**config.mk**
```make
export PLATFORM = sky130hd
export DESIGN_NAME = bpf16_decim_framer_flat
export DESIGN_NICKNAME = d
export VERILOG_FILES = /design/src/rtl/bpf16_pkg.sv /design/src/rtl/bpf16_decim_framer_if.sv /design/src/rtl/bpf16_decim_framer_fifo2.sv /design/src/rtl/bpf16_decim_framer.sv /design/src/flat_wrapper.sv
export SDC_FILE = /design/constraint.sdc
export NUM_CORES = 1
export LEC_CHECK = 0
export BUFFER_PORTS_ARGS = -buffer_cell sky130_fd_sc_hd__clkbuf_2
export CAP_MARGIN = 25
export CORE_ASPECT_RATIO = 1.5
export CORE_MARGIN = 5
export CORE_UTILIZATION = 54
export DETAILED_ROUTE_END_ITERATION = 12
export GPL_TIMING_DRIVEN = 0
export HOLD_SLACK_MARGIN = 0.1
export PLACE_DENSITY = 0.79
export RECOVER_POWER = 25
export SLEW_MARGIN = 20
export SYNTH_ARGS = -nofsm -noshare
export SYNTH_HDL_FRONTEND = slang
export SYNTH_SLANG_ARGS = --single-unit
export TNS_END_PERCENT = 1
```
**constraint.sdc**
```tcl
create_clock -name clk -period 3 [get_ports clk]
set_input_delay 0.6 -clock clk [delete_from_list [all_inputs] [get_ports clk]]
set_output_delay 0.6 -clock clk [all_outputs]
set_load 0.01 [all_outputs]
```
**src/rtl/bpf16_pkg.sv**
```systemverilog
// rtl/bpf16_pkg.sv - shared sample/beat types for the BPF16 filter chain
package bpf16_pkg;

  localparam int SAMPLE_W = 16;

  typedef logic signed [SAMPLE_W-1:0] sample_t;

  typedef struct packed {
    sample_t data;
    logic    last;
  } beat_t;

  function automatic int cnt_w(input int n);
    return (n > 1) ? $clog2(n) : 1;
  endfunction

endpackage

```
**src/rtl/bpf16_decim_framer_if.sv**
```systemverilog
// rtl/bpf16_decim_framer_if.sv - AXI-Stream style handshake bundle
interface bpf16_decim_framer_if #(
  parameter int DATA_W = 16
);
  logic              tvalid;
  logic              tready;
  logic [DATA_W-1:0] tdata;
  logic              tlast;

  modport master (output tvalid, output tdata, output tlast, input tready);
  // Sample input side carries no frame marker.
  modport slave  (input tvalid, input tdata, output tready);
endinterface

```
**src/rtl/bpf16_decim_framer_fifo2.sv**
```systemverilog
// rtl/bpf16_decim_framer_fifo2.sv - generic 2-entry stream buffer, payload type T
module axis_fifo2 #(
  parameter type T = logic [7:0]
) (
  input  logic clk,
  input  logic rst,
  input  logic in_valid_i,
  output logic in_ready_o,
  input  T     in_data_i,
  output logic out_valid_o,
  input  logic out_ready_i,
  output T     out_data_o
);

  T           head_q, head_d;
  T           tail_q, tail_d;
  logic [1:0] cnt_q, cnt_d;
  logic       push, pop;

  // Ready depends only on occupancy (and reset), never on out_ready_i.
  assign in_ready_o  = ~rst & (cnt_q != 2'd2);
  assign out_valid_o = (cnt_q != 2'd0);
  assign out_data_o  = head_q;
  assign push        = in_valid_i & in_ready_o;
  assign pop         = out_valid_o & out_ready_i;

  always_comb begin
    head_d = head_q;
    tail_d = tail_q;
    cnt_d  = cnt_q;
    case ({push, pop})
      2'b10: begin
        if (cnt_q == 2'd0) head_d = in_data_i;
        else               tail_d = in_data_i;
        cnt_d = cnt_q + 2'd1;
      end
      2'b01: begin
        head_d = tail_q;
        cnt_d  = cnt_q - 2'd1;
      end
      2'b11: begin
        // Only reachable with one entry: the newcomer replaces the head.
        head_d = in_data_i;
      end
      default: ;
    endcase
  end

  always_ff @(posedge clk) begin
    if (rst) begin
      head_q <= '0;
      tail_q <= '0;
      cnt_q  <= 2'd0;
    end else begin
      head_q <= head_d;
      tail_q <= tail_d;
      cnt_q  <= cnt_d;
    end
  end

endmodule

```
**src/rtl/bpf16_decim_framer.sv**
```systemverilog
// rtl/bpf16_decim_framer.sv - keep 1-in-DECIM samples, frame them with tlast, count frames
module bpf16_decim_framer
  import bpf16_pkg::*;
#(
  parameter int DATA_W    = SAMPLE_W,
  parameter int DECIM     = 4,
  parameter int FRAME_LEN = 64,
  parameter int FCNT_W    = 16
) (
  input  logic                  clk,
  input  logic                  rst,
  bpf16_decim_framer_if.slave   s_axis,
  bpf16_decim_framer_if.master  m_axis,
  input  logic                  sync,
  output logic [FCNT_W-1:0]     frame_cnt
);

  localparam int PH_W  = cnt_w(DECIM);
  localparam int IDX_W = cnt_w(FRAME_LEN);

  if (DECIM < 1) begin : g_bad_decim
    $fatal(1, "bpf16_decim_framer: DECIM must be >= 1");
  end
  if (FRAME_LEN < 1) begin : g_bad_frame
    $fatal(1, "bpf16_decim_framer: FRAME_LEN must be >= 1");
  end
  if (DATA_W != SAMPLE_W) begin : g_bad_width
    $fatal(1, "bpf16_decim_framer: DATA_W must equal SAMPLE_W");
  end

  logic [PH_W-1:0]   phase_q, phase_d, phase_eff;
  logic [IDX_W-1:0]  idx_q, idx_d, idx_eff;
  logic [FCNT_W-1:0] fcnt_q, fcnt_d;
  logic              in_ready, accept, keep, is_last;
  logic              out_valid;
  beat_t             in_beat, out_beat;

  // sync forces the beat of this same cycle to phase 0 / index 0.
  always_comb begin
    phase_eff = sync ? '0 : phase_q;
    idx_eff   = sync ? '0 : idx_q;
    accept    = s_axis.tvalid & in_ready;
    keep      = accept & (phase_eff == '0);
    is_last   = (idx_eff == IDX_W'(FRAME_LEN - 1));
    phase_d   = phase_eff;
    idx_d     = idx_eff;
    if (accept) phase_d = (phase_eff == PH_W'(DECIM - 1)) ? '0 : phase_eff + 1'b1;
    if (keep)   idx_d   = is_last ? '0 : idx_eff + 1'b1;
  end

  always_comb begin
    in_beat.data = sample_t'(s_axis.tdata);
    in_beat.last = is_last;
    fcnt_d       = fcnt_q;
    if (out_valid && m_axis.tready && out_beat.last) fcnt_d = fcnt_q + 1'b1;
  end

  always_ff @(posedge clk) begin
    if (rst) begin
      phase_q <= '0;
      idx_q   <= '0;
      fcnt_q  <= '0;
    end else begin
      phase_q <= phase_d;
      idx_q   <= idx_d;
      fcnt_q  <= fcnt_d;
    end
  end

  axis_fifo2 #(.T(beat_t)) u_buf (
    .clk         (clk),
    .rst         (rst),
    .in_valid_i  (keep),
    .in_ready_o  (in_ready),
    .in_data_i   (in_beat),
    .out_valid_o (out_valid),
    .out_ready_i (m_axis.tready),
    .out_data_o  (out_beat)
  );

  assign s_axis.tready = in_ready;
  assign m_axis.tvalid = out_valid;
  assign m_axis.tdata  = out_beat.data;
  assign m_axis.tlast  = out_beat.last;
  assign frame_cnt     = fcnt_q;

endmodule
```
**src/flat_wrapper.sv**
```systemverilog
// flat-port wrapper written by rule: the top's interface ports become plain ports
module bpf16_decim_framer_flat import bpf16_pkg::*;
#(
  parameter int DATA_W    = SAMPLE_W,
  parameter int DECIM     = 4,
  parameter int FRAME_LEN = 64,
  parameter int FCNT_W    = 16
)
  (clk, rst, sync, frame_cnt, s_axis_tvalid, s_axis_tdata, s_axis_tready, m_axis_tvalid, m_axis_tdata, m_axis_tlast, m_axis_tready);
  bpf16_decim_framer_if #(.DATA_W(DATA_W)) s_axis_i ();
  bpf16_decim_framer_if #(.DATA_W(DATA_W)) m_axis_i ();
  input  logic clk;
  input  logic rst;
  input  logic sync;
  output logic [FCNT_W-1:0] frame_cnt;
  input wire logic [$bits(s_axis_i.tvalid)-1:0] s_axis_tvalid;
  input wire logic [$bits(s_axis_i.tdata)-1:0] s_axis_tdata;
  output wire logic [$bits(s_axis_i.tready)-1:0] s_axis_tready;
  output wire logic [$bits(m_axis_i.tvalid)-1:0] m_axis_tvalid;
  output wire logic [$bits(m_axis_i.tdata)-1:0] m_axis_tdata;
  output wire logic [$bits(m_axis_i.tlast)-1:0] m_axis_tlast;
  input wire logic [$bits(m_axis_i.tready)-1:0] m_axis_tready;
  assign s_axis_i.tvalid = s_axis_tvalid;
  assign s_axis_i.tdata = s_axis_tdata;
  assign s_axis_tready = s_axis_i.tready;
  assign m_axis_tvalid = m_axis_i.tvalid;
  assign m_axis_tdata = m_axis_i.tdata;
  assign m_axis_tlast = m_axis_i.tlast;
  assign m_axis_i.tready = m_axis_tready;
  bpf16_decim_framer #(.DATA_W(DATA_W), .DECIM(DECIM), .FRAME_LEN(FRAME_LEN), .FCNT_W(FCNT_W)) u_core (.clk(clk), .rst(rst), .s_axis(s_axis_i), .m_axis(m_axis_i), .sync(sync), .frame_cnt(frame_cnt));
endmodule
```
==> results of run 1 <==
## power groups by stage
stage                     combinational (W)  clock (W)  sequential (W)
after floorplan                    0.000435          0         0.00101
after global placement             0.000669          0        0.000974
after detailed placement           0.000679          0        0.000979
after CTS                          0.000687   0.000796        0.000961
after global routing               0.000743   0.000841        0.000972
final                              0.000656   0.000789        0.000960
## metrics by stage
| stage | worst slack, ns | hold slack (ns) |
|---|---|---|
| 2_1_floorplan | 0.586 | 0.436 |
| 3_3_place_gp | 0.0431 | 0.441 |
| 3_5_place_dp | 0.00991 | 0.446 |
| 4_1_cts | 0.333 | 0.456 |
| 5_1_grt | 0.0702 | 0.470 |
| 6_report | 0.365 | 0.452 |
## synthesized netlist by cell type, types with 2 or more instances
| cell type | number |
|---|---|
| buf_2 | 3 |
| nand2_1 | 46 |
| mux2i_1 | 16 |
| nand3_1 | 11 |
| clkbuf_1 | 11 |
| nor4_1 | 6 |
| xor2_1 | 4 |
| xnor2_1 | 10 |
| nand2b_1 | 5 |
| nor2b_1 | 5 |
| inv_1 | 4 |
| a21oi_1 | 28 |
| dfxtp_1 | 60 |
| o21ai_0 | 5 |
| nor3_1 | 6 |
| or3_1 | 6 |
| or4_1 | 2 |
| ha_1 | 5 |
| a211oi_1 | 17 |
| nor2_1 | 32 |
| nand4_1 | 2 |
| a31oi_1 | 3 |
## final cells by class
class / instances / area, um^2 / share of cell area [%]
Buffer: 19 / 103 / 3.17
Clock inverter: 3 / 42.5 / 1.32
Inverter: 4 / 15.0 / 0.464
Sequential cell: 60 / 1200 / 37.2
Timing Repair Buffer: 54 / 248 / 7.66
Clock buffer: 13 / 179 / 5.53
Tap cell: 66 / 82.6 / 2.55
Multi-Input combinational cell: 226 / 1360 / 42.1
## layer usage
layer	routed length (um)	GRT usage (%)
met3	324	6.19
met1	2490	21.6
met5	0	0
met4	93	7.61
met2	3090	37.4
## tightest hold or removal path, cell delays in order, from the launching register on
cell and delay, ns:
dfxtp_1 0.31, nand2_1 0.05, a21oi_1 0.05
## sequential cells by signal (all words and copies together) (netlist names)
register                 flops
u_core.frame_cnt            16
u_core.idx_q                 6
u_core.phase_q               2
u_core.u_buf.cnt_q           2
u_core.u_buf.out_data_o     17
u_core.u_buf.tail_q         17
## kinds of logic after synthesis
family	share of synthesized area, %
buffers and inverters	4.52
and+or+nand+nor	23.6
DFF	44.7
xor gates and xnor gates	4.57
AOI/OAI and AO/OA	14.3
muxes	5.96
adders and majority gates	2.33
## worst max-delay path by stage
stage / cells after the start / end / startpoint
finish: 9 / u_core.u_buf.out_data_o[1] / sync
global route: 9 / u_core.u_buf.out_data_o[1] / sync
CTS: 9 / u_core.u_buf.out_data_o[1] / sync
detailed placement: 9 / u_core.u_buf.out_data_o[1] / sync
global placement: 9 / u_core.u_buf.out_data_o[1] / sync
floorplan: 8 / u_core.u_buf.out_data_o[13] / sync
==> qor.txt, run 1 <==
status = finished clean
Initial Util = 55.4%
Setup crit end kind = flop
Hold Crit Class = reg2reg
Placed Area = 0.00304 mm^2
DRT antenna net count = 0
TritonCTS Buffers = 9
Post-CTS Setup Bufs = 0
cell leakage power = 1.21 nW
global-route wire length before repair = 10.1 mm
largest net degree at the start of global routing = 11
CP bufs+invs = 3
CP Max Fanout = 10
Worst EP arrival = 2.89 ns
Syn Inst Count = 309
filler cell count = 424
non-filler cells, final = 445
CTS tree = built
CORE AREA = 0.00485 mm^2
Final GP Congestion = 0.851
worst reg-to-reg setup slack = 0.44 ns
Synthesis Warnings = 0
Netlist cell types = 44
NetSw = 0.000772 W
register area share after synthesis = 44.7%
Sw Share = 32.1%
Post-synth top flop = dfxtp_1
maximum VDD drop = 0.511 mV
die width = 67.6 um
RSZ-0062 raised after global routing = false
global route overflow = 0
Finished Cell Area = 0.00323 mm^2
Clock power frac = 32.8%
actual slew at the worst max-slew pin = 0.794 ns
vias in the first global route = 2257
Vias/cell = 5.36
area leader, netlist = dfxtp_1
Max Fclk = 379 MHz
post-synth net total = 335
Synth area leaders = dfxtp_1 (45%), nand2_1 (6.4%), mux2i_1 (6.0%)
Top Family by Delay on Critical Path = buffers and inverters
cell breakdown of the critical path = clkbuf_2 -> nand2b_1 -> ha_1 -> nand3_1 -> ha_1 -> buf_2 -> clkbuf_1 -> mux2i_1 -> a211oi_1
reg2reg path depth = 8
Slowest-stage cell, CP = clkbuf_1
hold depth = 2
RR Endpoint = u_core.u_buf.out_data_o[1]
Worst Min Path Start = u_core.u_buf.tail_q[15]
Root Buffer = clkbuf_8
Num Clock Sinks = 60
nets = 400
crit path launch type = input port
Max clock buf depth = 2
DR WL/cell = 13.5 um
Fin. Hold Viols = 0
top cell type's share of synthesized area = 44.7%
most frequent cells in the layout = dfxtp_1 (60), nand2_1 (46), clkbuf_2 (37)
H-Tree Depth = 3
Slew headroom = 46.5%
Worst Path Required = 3.25 ns
# port buffers = 54
Core Rows = 31
syn avg cell area = 8.69 um^2
sequential power share = 39.9%
initial detailed-routing violation count = 80
Crit path largest cell delay = 0.56 ns
Setup Skew = 0.00926 ns
minimum clock period = 2.64 ns
Hold Path Sink = u_core.u_buf.tail_q[15]
Post-synth EDFFs = 0
crit-path most repeated cell = ha_1
Power, Total = 0.00240 W
Die Footprint = 0.00651 mm^2
Slew Limit Fails = 0
max cap viols = 0
Final setup viols = 0
asr flop ratio synth = 0%
flops & latches, synth = 60
Pwr Density = 744 mW/mm^2
Crit Path Class = in2reg
I/O pin count = 56
vias = 2383
Resized cells post-CTS = 0
share of cells above drive strength 1 = 16.9%
clock slew at reported path FFs = 0.06 ns
final core occ = 66.7%
Int Pwr = 0.00163 W
Post-CTS Hold Buffers = 0
Skew-Pair Late Insertion Delay = 0.34 ns
Cell Count Post-Placement = 429
worst r2r src = u_core.u_buf.cnt_q[1]
die height = 96.4 um
remaining design rule violation count = 0
power share of the combinational group = 27.3%
initial antenna violation count = 0
Pre-antenna DRT Iters = 4
Post-DP HPWL = 4.37 mm
# diodes = 0
area delta synth->final = 20.4%
Sum Neg Setup Slack = 0 ns
GRT Total Usage = 20.5%
Tcrit/Tclk final = 87.8%
Mapped Area = 0.00269 mm^2
Total Wirelength = 6.00 mm
most common cell after layout, fill and taps aside = dfxtp_1
Note: power is estimated with default switching activity, not from simulation.
==> inputs of run 2 (changes only) <==
--- a/config.mk
+++ b/config.mk
@@ -9,11 +9,12 @@
 export CAP_MARGIN = 25
 export CORE_ASPECT_RATIO = 1.5
 export CORE_MARGIN = 5
-export CORE_UTILIZATION = 54
+export CORE_UTILIZATION = 58
 export DETAILED_ROUTE_END_ITERATION = 12
 export GPL_TIMING_DRIVEN = 0
 export HOLD_SLACK_MARGIN = 0.1
-export PLACE_DENSITY = 0.79
+export MAX_ROUTING_LAYER = met4
+export PLACE_DENSITY = 0.84
 export RECOVER_POWER = 25
 export SLEW_MARGIN = 20
 export SYNTH_ARGS = -nofsm -noshare
==> constraint.sdc (replaced) <==
create_clock -name clk -period 3.3 [get_ports clk]
set_input_delay 0.66 -clock clk [delete_from_list [all_inputs] [get_ports clk]]
set_output_delay 0.66 -clock clk [all_outputs]
set_load 0.01 [all_outputs]
==> qor.txt, run 2 (synthesized netlist as in run 1, its figures left out) <==
most frequent cells in the layout = dfxtp_1 (60), nand2_1 (46), clkbuf_2 (37) (unchanged)
Tcrit/Tclk final = 81.9%
DRT antenna net count = 0 (unchanged)
status = finished clean (unchanged)
GRT Total Usage = 21.7% (was 20.5%)
Root Buffer = clkbuf_8 (unchanged)
Finished Cell Area = 0.00322 mm^2 (was 0.00323 mm^2)
Met2 Routed Length = 3.13 mm (was 3.09 mm)
minimum clock period = 2.70 ns
Crit path largest cell delay = 0.55 ns (was 0.56 ns)
I/O pin count = 56 (unchanged)
area delta synth->final = 20.0% (was 20.4%)
Die Footprint = 0.00612 mm^2 (was 0.00651 mm^2)
# diodes = 0 (unchanged)
crit-path most repeated cell = ha_1 (unchanged)
CORE AREA = 0.00450 mm^2 (was 0.00485 mm^2)
Max Fclk = 370 MHz
H-Tree Depth = 3 (unchanged)
Fin. Hold Viols = 0 (unchanged)
Crit Path Class = in2reg (unchanged)
Setup crit end kind = flop (unchanged)
Num Clock Sinks = 60 (unchanged)
max cap viols = 0 (unchanged)
Post-CTS Hold Buffers = 0 (unchanged)
Skew-Pair Late Insertion Delay = 0.34 ns (about the same)
CP bufs+invs = 3 (unchanged)
Top Family by Delay on Critical Path = buffers and inverters (unchanged)
Core Rows = 30 (was 31)
die height = 93.3 um (was 96.4 um)
RSZ-0062 raised after global routing = false (unchanged)
TritonCTS Buffers = 9 (unchanged)
CTS tree = built (unchanged)
Setup Skew = 0.00923 ns (was 0.00926 ns)
Final GP Congestion = 0.895 (was 0.851)
top layer in use = met4 (unchanged)
cell breakdown of the critical path = clkbuf_2 -> nand2b_1 -> ha_1 -> nand3_1 -> ha_1 -> buf_2 -> clkbuf_1 -> mux2i_1 -> a211oi_1 (unchanged)
Placed Area = 0.00302 mm^2 (was 0.00304 mm^2)
cell leakage power = 1.22 nW (was 1.21 nW)
Hold Crit Class = reg2reg (unchanged)
initial detailed-routing violation count = 115 (was 80)
met3 WL = 257 um (was 324 um)
DR WL/cell = 14.1 um (was 13.5 um)
remaining design rule violation count = 0 (unchanged)
Pre-antenna DRT Iters = 4 (unchanged)
Post-DP HPWL = 4.41 mm (was 4.37 mm)
vias = 2415 (was 2383)
initial antenna violation count = 0 (unchanged)
die width = 65.6 um (was 67.6 um)
maximum VDD drop = 0.454 mV (was 0.511 mV)
non-filler cells, final = 426 (was 445)
Post-CTS Setup Bufs = 0 (unchanged)
Post-Place Setup Slack = 0.268 ns (was 0.00991 ns)
Slew headroom = 42.3% (was 46.5%)
Slew Limit Fails = 0 (unchanged)
Total Wirelength = 6.02 mm (was 6.00 mm)
Sum Neg Setup Slack = 0 ns (unchanged)
Vias/cell = 5.67 (was 5.36)
crit path launch type = input port (unchanged)
Resized cells post-CTS = 0 (unchanged)
# port buffers = 54 (unchanged)
Initial Util = 59.6% (was 55.4%)
DRT met1 WL = 2.40 mm (was 2.49 mm)
Slowest-stage cell, CP = clkbuf_1 (unchanged)
actual slew at the worst max-slew pin = 0.856 ns (was 0.794 ns)
final setup margin = 0.599 ns (was 0.365 ns)
share of cells above drive strength 1 = 16.4% (was 16.9%)
Cell Count Post-Placement = 411 (was 429)
Max clock buf depth = 2 (unchanged)
Worst Path Required = 3.55 ns (was 3.25 ns)
most common cell after layout, fill and taps aside = dfxtp_1 (unchanged)
filler cell count = 370 (was 424)
largest net degree at the start of global routing = 11 (unchanged)
Pwr Density = 700 mW/mm^2 (was 744 mW/mm^2)
CP Max Fanout = 10 (unchanged)
global route overflow = 0 (unchanged)
nets = 400 (unchanged)
global-route wire length before repair = 9.83 mm (was 10.1 mm)
vias in the first global route = 2260 (was 2257)
Final setup viols = 0 (unchanged)
clock slew at reported path FFs = 0.06 ns (about the same)
Worst EP arrival = 2.96 ns (was 2.89 ns)
-- run 2: per-stage QoR --
stage / util (%) / power, W / hold WS, ns
finish: 71.6 / 0.00226 / 0.454
global route: 71.6 / 0.00238 / 0.474
CTS: 72.2 / 0.00230 / 0.457
detailed placement: 66.9 / 0.00150 / 0.448
global placement: 66.9 / 0.00149 / 0.441
floorplan: - / 0.00132 / 0.436
-- run 2: where the power goes --
part           internal, W  switching [W]  total, W
clock             0.000515       0.000280  0.000795
sequential        0.000827      0.0000464  0.000873
combinational     0.000225       0.000364  0.000589
-- run 2: path summary, 6_finish.rpt --
path,startpoint,to,slack [ns],depth (start not counted)
max,sync,u_core.u_buf.out_data_o[15],0.60,9
min,u_core.u_buf.tail_q[16],u_core.u_buf.tail_q[16],0.45,2
max reg2reg,u_core.u_buf.cnt_q[1],u_core.u_buf.tail_q[10],0.61,9
min reg2reg,u_core.u_buf.tail_q[16],u_core.u_buf.tail_q[16],0.45,2
-- run 2: worst min-delay path: stages (launching register included) --
cell and delay [ns]:
dfxtp_1 0.31, nand2_1 0.05, a21oi_1 0.05
-- run 2: per-layer routing --
metal	global-route usage [%]	vias up
met5	-	-
met1	22.0	1118
met3	4.33	19
met2	37.1	67
met4	14.7	0
li1	-	1211
-- run 2: layout make-up --
class	count	area (um^2)	share of cell area [%]
Tap cell	48	60.1	1.86
Buffer	19	103	3.18
Timing Repair Buffer	54	248	7.69
Multi-Input combinational cell	226	1360	42.2
Inverter	4	15.0	0.466
Clock buffer	10	138	4.27
Clock inverter	5	100	3.11
Sequential cell	60	1200	37.3
